File: config.mk
export PLATFORM = sky130hd
export DESIGN_NAME = mdu_seq_flat
export DESIGN_NICKNAME = d
export VERILOG_FILES = /design/src/rtl/mdu_seq_if.sv /design/src/rtl/mdu_seq.sv /design/src/flat_wrapper.sv
export SDC_FILE = /design/constraint.sdc
export NUM_CORES = 1
export LEC_CHECK = 0
export CAP_MARGIN = 15
export CORE_UTILIZATION = 50
export CTS_BUF_LIST = sky130_fd_sc_hd__clkbuf_4 sky130_fd_sc_hd__clkbuf_8 sky130_fd_sc_hd__clkbuf_16
export DETAILED_ROUTE_END_ITERATION = 7
export HOLD_SLACK_MARGIN = 0.02
export PLACE_DENSITY = 0.73
export SETUP_SLACK_MARGIN = 0.15
export SLEW_MARGIN = 20
export SYNTH_ARGS = -nofsm -noshare
export SYNTH_HDL_FRONTEND = slang
export SYNTH_SLANG_ARGS = --single-unit
File: constraint.sdc
create_clock -name clk_i -period 7 [get_ports clk_i]
set_input_delay 1.4 -clock clk_i [delete_from_list [all_inputs] [get_ports clk_i]]
set_output_delay 1.4 -clock clk_i [all_outputs]
set_load 0.005 [all_outputs]
File: src/rtl/mdu_seq_if.sv
// Handshake and data bundle between the EX stage and the multiply/divide
// sequencer. The CPU side (or a testbench) drives through master; the
// sequencer connects through slave.
interface mdu_seq_if #(
  parameter int WIDTH = 32
);
  logic             start_i;
  logic [1:0]       op_i;
  logic [WIDTH-1:0] src1_i;
  logic [WIDTH-1:0] src2_i;
  logic             flush_i;
  logic             stall_o;
  logic             busy_o;
  logic             done_o;
  logic [WIDTH-1:0] result_o;

  modport master (
    output start_i, op_i, src1_i, src2_i, flush_i,
    input  stall_o, busy_o, done_o, result_o
  );

  modport slave (
    input  start_i, op_i, src1_i, src2_i, flush_i,
    output stall_o, busy_o, done_o, result_o
  );
endinterface

File: src/rtl/mdu_seq.sv
// mdu_seq: iterative unsigned multiply/divide sequencer, one bit per cycle.
//   op 00 MUL (low word), 01 MULHU (high word), 10 DIVU, 11 REMU.
// The pipeline is stalled while an operation is in flight. done_o pulses for
// one cycle with result_o valid, and flush_i aborts without a done pulse.
// Optional build macro MDU_EARLY_OUT_EN: trivial operands (zero multiply
// operand, zero divisor, dividend below divisor) skip the iterations.
//
//   state  | meaning
//   IDLE   | waiting for start_i
//   BUSY   | iterating, WIDTH cycles
//   DONE   | done_o high, result_o just updated; start_i chains the next op
module mdu_seq #(
  parameter int WIDTH = 32
) (
  input  logic      clk_i,
  input  logic      rst_i,
  mdu_seq_if.slave  bus
);
  localparam int CW = $clog2(WIDTH + 1);

  typedef enum logic [1:0] {S_IDLE, S_BUSY, S_DONE} state_t;

  state_t             r_state;
  logic [CW-1:0]      r_cnt;
  logic [1:0]         r_op;
  logic [WIDTH-1:0]   r_opnd2;   // multiplicand or divisor
  logic [2*WIDTH-1:0] r_prod;    // {partial high, remaining multiplier}
  logic [WIDTH:0]     r_rem;     // partial remainder, one guard bit
  logic [WIDTH-1:0]   r_quo;     // dividend shifts out, quotient shifts in
  logic [WIDTH-1:0]   r_result;
  logic               r_busy;
  logic               r_done;

  logic               w_launch;
  logic [WIDTH:0]     w_mul_sum;
  logic [2*WIDTH-1:0] w_prod_nxt;
  logic [WIDTH:0]     w_rem_sh;
  logic [WIDTH:0]     w_rem_diff;
  logic               w_fits;
  logic [WIDTH:0]     w_rem_nxt;
  logic [WIDTH-1:0]   w_quo_nxt;
  logic [WIDTH-1:0]   w_sel;
  logic               w_early;
  logic [WIDTH-1:0]   w_early_res;

  // Flush beats start everywhere; a new op may launch from IDLE or DONE.
  assign w_launch = bus.start_i & ~bus.flush_i & (r_state != S_BUSY);

  // One shift-and-add step and one restoring-divide step, plus the word
  // the current op would deliver if this is the final iteration.
  always_comb begin
    w_mul_sum  = {1'b0, r_prod[2*WIDTH-1:WIDTH]} +
                 (r_prod[0] ? {1'b0, r_opnd2} : {(WIDTH+1){1'b0}});
    w_prod_nxt = {w_mul_sum, r_prod[WIDTH-1:1]};
    w_rem_sh   = {r_rem[WIDTH-1:0], r_quo[WIDTH-1]};
    w_rem_diff = w_rem_sh - {1'b0, r_opnd2};
    w_fits     = ~w_rem_diff[WIDTH];
    w_rem_nxt  = w_fits ? w_rem_diff : w_rem_sh;
    w_quo_nxt  = {r_quo[WIDTH-2:0], w_fits};
    case (r_op)
      2'b00:   w_sel = w_prod_nxt[WIDTH-1:0];
      2'b01:   w_sel = w_prod_nxt[2*WIDTH-1:WIDTH];
      2'b10:   w_sel = w_quo_nxt;
      default: w_sel = w_rem_nxt[WIDTH-1:0];
    endcase
  end

`ifdef MDU_EARLY_OUT_EN
  // Trivial operand detection; the values match what the full iteration
  // would produce, so both builds return identical results.
  always_comb begin
    w_early     = 1'b0;
    w_early_res = '0;
    if (!bus.op_i[1]) begin
      w_early = (bus.src1_i == '0) || (bus.src2_i == '0);
    end else begin
      w_early = (bus.src2_i == '0) || (bus.src1_i < bus.src2_i);
      if (bus.op_i[0])
        w_early_res = bus.src1_i;
      else if (bus.src2_i == '0)
        w_early_res = '1;
    end
  end
`else
  assign w_early     = 1'b0;
  assign w_early_res = '0;
`endif

  // Sequencer FSM, datapath registers and registered status outputs.
  always_ff @(posedge clk_i or posedge rst_i) begin
    if (rst_i) begin
      r_state  <= S_IDLE;
      r_cnt    <= '0;
      r_op     <= 2'b00;
      r_opnd2  <= '0;
      r_prod   <= '0;
      r_rem    <= '0;
      r_quo    <= '0;
      r_result <= '0;
      r_busy   <= 1'b0;
      r_done   <= 1'b0;
    end else if (bus.flush_i) begin
      r_state <= S_IDLE;
      r_busy  <= 1'b0;
      r_done  <= 1'b0;
    end else if (w_launch) begin
      r_op    <= bus.op_i;
      r_opnd2 <= bus.src2_i;
      r_prod  <= {{WIDTH{1'b0}}, bus.src1_i};
      r_rem   <= '0;
      r_quo   <= bus.src1_i;
      if (w_early) begin
        r_state  <= S_DONE;
        r_cnt    <= '0;
        r_busy   <= 1'b0;
        r_done   <= 1'b1;
        r_result <= w_early_res;
      end else begin
        r_state <= S_BUSY;
        r_cnt   <= CW'(WIDTH);
        r_busy  <= 1'b1;
        r_done  <= 1'b0;
      end
    end else begin
      case (r_state)
        S_BUSY: begin
          r_cnt <= r_cnt - CW'(1);
          if (r_op[1]) begin
            r_rem <= w_rem_nxt;
            r_quo <= w_quo_nxt;
          end else begin
            r_prod <= w_prod_nxt;
          end
          if (r_cnt == CW'(1)) begin
            r_state  <= S_DONE;
            r_busy   <= 1'b0;
            r_done   <= 1'b1;
            r_result <= w_sel;
          end
        end
        default: begin
          r_state <= S_IDLE;
          r_busy  <= 1'b0;
          r_done  <= 1'b0;
        end
      endcase
    end
  end

  // Stall covers the launching IDLE cycle and all of BUSY; it is low in DONE
  // so the pipeline moves on in the cycle that captures the result.
  assign bus.stall_o  = ((r_state == S_IDLE) & bus.start_i & ~bus.flush_i) |
                        (r_state == S_BUSY);
  assign bus.busy_o   = r_busy;
  assign bus.done_o   = r_done;
  assign bus.result_o = r_result;
endmodule

File: src/flat_wrapper.sv
// flat-port wrapper written by rule: the top's interface ports become plain ports
module mdu_seq_flat 
#(
  parameter int WIDTH = 32
)
  (clk_i, rst_i, bus_start_i, bus_op_i, bus_src1_i, bus_src2_i, bus_flush_i, bus_stall_o, bus_busy_o, bus_done_o, bus_result_o);
  mdu_seq_if #(.WIDTH(WIDTH)) bus_i ();
  input  logic clk_i;
  input  logic rst_i;
  input wire logic [$bits(bus_i.start_i)-1:0] bus_start_i;
  input wire logic [$bits(bus_i.op_i)-1:0] bus_op_i;
  input wire logic [$bits(bus_i.src1_i)-1:0] bus_src1_i;
  input wire logic [$bits(bus_i.src2_i)-1:0] bus_src2_i;
  input wire logic [$bits(bus_i.flush_i)-1:0] bus_flush_i;
  output wire logic [$bits(bus_i.stall_o)-1:0] bus_stall_o;
  output wire logic [$bits(bus_i.busy_o)-1:0] bus_busy_o;
  output wire logic [$bits(bus_i.done_o)-1:0] bus_done_o;
  output wire logic [$bits(bus_i.result_o)-1:0] bus_result_o;
  assign bus_i.start_i = bus_start_i;
  assign bus_i.op_i = bus_op_i;
  assign bus_i.src1_i = bus_src1_i;
  assign bus_i.src2_i = bus_src2_i;
  assign bus_i.flush_i = bus_flush_i;
  assign bus_stall_o = bus_i.stall_o;
  assign bus_busy_o = bus_i.busy_o;
  assign bus_done_o = bus_i.done_o;
  assign bus_result_o = bus_i.result_o;
  mdu_seq #(.WIDTH(WIDTH)) u_core (.clk_i(clk_i), .rst_i(rst_i), .bus(bus_i));
endmodule
==> qor.csv <==
metric,value,unit
status,finished clean,
synth.distinct_cells,62,
mostFrequentLayoutCell,dfrtp_1,
fin_worst_skew,0.00824,ns
postRouteAntennaNets,0,
synth-edff-count,0,
dpl.cell_count,1724,
crit_arrival,5.39,ns
antenna_cells,0,
slowest_delay,0.92,ns
fmax,0.202,GHz
cts_htree_levels,1,
critPathRequiredTime,7.44,ns
num_vias,11100,
via_per_inst,6.31,
min_period,4.95,ns
final_cell_mix,"201 x dfrtp_1, 163 x nand2_1, 141 x o21ai_0",
wire_per_inst,21.7,um
crit_slowest_cell,xor2_4,
dieArea,25500,sq um
hpwlAfterDp,27300,um
cts.sinks,202,
cts-root-buf,clkbuf_16,
critPathCaptureType,flop,
leakage,6.50,nW
num_io_pins,105,
cts_buffer_depth,3,
startpoint_type,flop,
worstHoldStart,u_core.r_prod[61],
rows,57,
syn_inst,1370,
first_iter_violations,968,
setup_violations,0,
whs_endpoint,u_core.r_prod[61],
fp.dieW,160,um
yosys_most_used_dff,dfrtp_1,
hold_depth,2,
setup_slack,2.05,ns
worst_pin_slew,1.16,ns
final_hold_viol_count,0,
cap_violations,0,
yosysSeqAreaShare,40.7,%
grt_pass1_vias,10900,
reg2reg_slack,2.05,ns
ff2ff_path_depth,13,
grt_max_degree,160,
placedInstanceArea,13700,sq um
crit_fanout,29,
r2r_start,u_core.r_quo[31],
drive_gt1_share,5.89,%
async_flop_share,100,%
worst_hold_slack,0.500,ns
min_period_over_period,70.7,%
final_cell_area,14500,sq um
netlist_area,12400,sq um
peakVddDrop,0.241,mV
crit_chain,inv_1 > ha_1 > inv_1 > fa_1 > a211oi_1 > o211ai_1 > a31oi_1 > o31ai_1 > a211o_1 > xor2_4 > clkinv_1 > o311ai_0 > a22o_1,
areaGrowthSynthToFinish,16.7,%
clk_pin_slew,0.06,ns
cts_tree,built,
numCtsBuffers,23,
cts.hold.buffers_added,0,
drc,0,
syn_area_per_cell,9.07,sq um
final_nets,1564,
place_congestion,0.978,
grtUsageTotal,29.7,%
initial_core_util,51.1,%
maxSlewHeadroom,22.8,%
finalNonFillerCells,1766,
hp-class,reg2reg,
die_y,160,um
synth_nets,1508,
synth_warnings,0,
postCtsSetupRepairBufs,0,
io_buffer_count,104,
criticalPathCategory,reg2reg,
antenna_found_initial,0,
rsz0062_at_grt,false,
slew_violations,0,
drt_first_pass_iters,6,
routed_wl,38300,um
powerDensity,395,nW/um^2
synth_seq_cells,202,
post_cts_resized,0,
cp_common_cell,inv_1,
clkLatencyLatePin,0.51,ns
setup_tns,0,ns
grt_pass1_wl,59700,um
grt_overflow,0,
r2r_end,u_core.bus.result_o[31],
dp_slack,2.15,ns
coreArea,24300,sq um
flip-flops by register name, indices dropped and copies added, names as in the netlist:
register             flops
u_core.bus.result_o     32
u_core.r_rem            32
u_core.r_op              2
u_core.r_cnt             6
u_core.r_quo            32
u_core.r_opnd2          32
u_core.r_state           2
u_core.r_prod           64
synth_stat cells, types with 9 or more instances:
| cell type | instances | share of area (%) |
|---|---|---|
| xor2_1 | 18 | 1.3 |
| inv_1 | 54 | 1.6 |
| a22o_1 | 34 | 2.4 |
| and3_1 | 34 | 1.7 |
| a31oi_1 | 9 | 0.45 |
| nand2b_1 | 11 | 0.55 |
| a221o_1 | 62 | 5.0 |
| ha_1 | 66 | 6.6 |
| and2_1 | 38 | 1.9 |
| o21ai_0 | 141 | 5.7 |
| mux2i_1 | 39 | 3.1 |
| nand3_1 | 15 | 0.60 |
| mux2_2 | 12 | 1.1 |
| o21a_1 | 9 | 0.54 |
| a21o_1 | 14 | 0.85 |
| nand4_1 | 15 | 0.76 |
| nor2_1 | 77 | 2.3 |
| a211oi_1 | 20 | 1.2 |
| nor2b_1 | 9 | 0.45 |
| nand2_1 | 163 | 4.9 |
| dfrtp_1 | 202 | 41 |
| o31ai_1 | 12 | 0.73 |
| a21oi_1 | 87 | 3.5 |
| xnor2_1 | 40 | 2.8 |
| clkbuf_1 | 78 | 2.4 |
| nor3_1 | 14 | 0.56 |
how the worst max path moves through the flow:
stage	startpoint	endpoint	slack [ns]	cells after the start
finish	u_core.r_quo[31]	u_core.bus.result_o[31]	2.05	13
global route	u_core.r_quo[31]	u_core.bus.result_o[31]	1.66	13
CTS	u_core.r_quo[31]	u_core.bus.result_o[31]	2.13	13
detailed placement	u_core.r_quo[31]	u_core.bus.result_o[31]	2.15	13
global placement	bus_flush_i	u_core.bus.result_o[10]	2.26	8
floorplan	rst_i	u_core.bus.result_o[0]	2.98	1
logic make-up after synthesis:
logic type	Yosys count	share of synthesized area, %
AOI/OAI and AO/OA	455	24.8
xor gates and xnor gates	58	4.09
adders and majority gates	68	6.97
buffers and inverters	144	4.42
DFF	202	40.7
muxes	52	4.32
and+or+nand+nor	391	14.7
metal layers:
metal	wire length [um]	global-route usage [%]	vias to the layer above
li1	-	-	5112
met1	15700	38.5	5442
met2	18100	49.3	473
met3	2470	3.25	112
met4	2050	15.6	0
met5	0	0	-
stage by stage:
step,power [mW],utilization (%)
finish,5.72,59.6
global route,6.02,59.6
CTS,5.69,59.5
detailed placement,4.45,56.3
global placement,4.39,56.3
floorplan,3.58,-
area by class of cell:
| class | count | area (sq um) |
|---|---|---|
| fill | 2162 | 9820 |
| multi-input combinational | 1024 | 6870 |
| sequential | 202 | 5060 |
| timing repair buffer | 118 | 1170 |
| clock buffer | 33 | 707 |
| tap | 324 | 405 |
| inverter | 57 | 218 |
| clock inverter | 8 | 70.1 |
where the power goes:
| part | switching (mW) | total (mW) | internal [mW] | leakage [nW] |
|---|---|---|---|---|
| combinational | 1.51 | 2.62 | 1.11 | 3.50 |
| clock | 0.497 | 1.23 | 0.736 | 0.387 |
| sequential | 0.347 | 1.87 | 1.52 | 2.62 |
| total | 2.36 | 5.72 | 3.36 | 6.50 |
worst max-delay path, delay by kind of cell (launching register included):
kind,cells,cell delay (ns)
flip-flops,1,0.41
XOR/XNOR,1,0.92
AO/OA/AOI/OAI,7,2.13
buffers and inverters,3,0.75
adder cells (fa/ha/maj),2,0.66
Power figures use the tool's default switching activity.
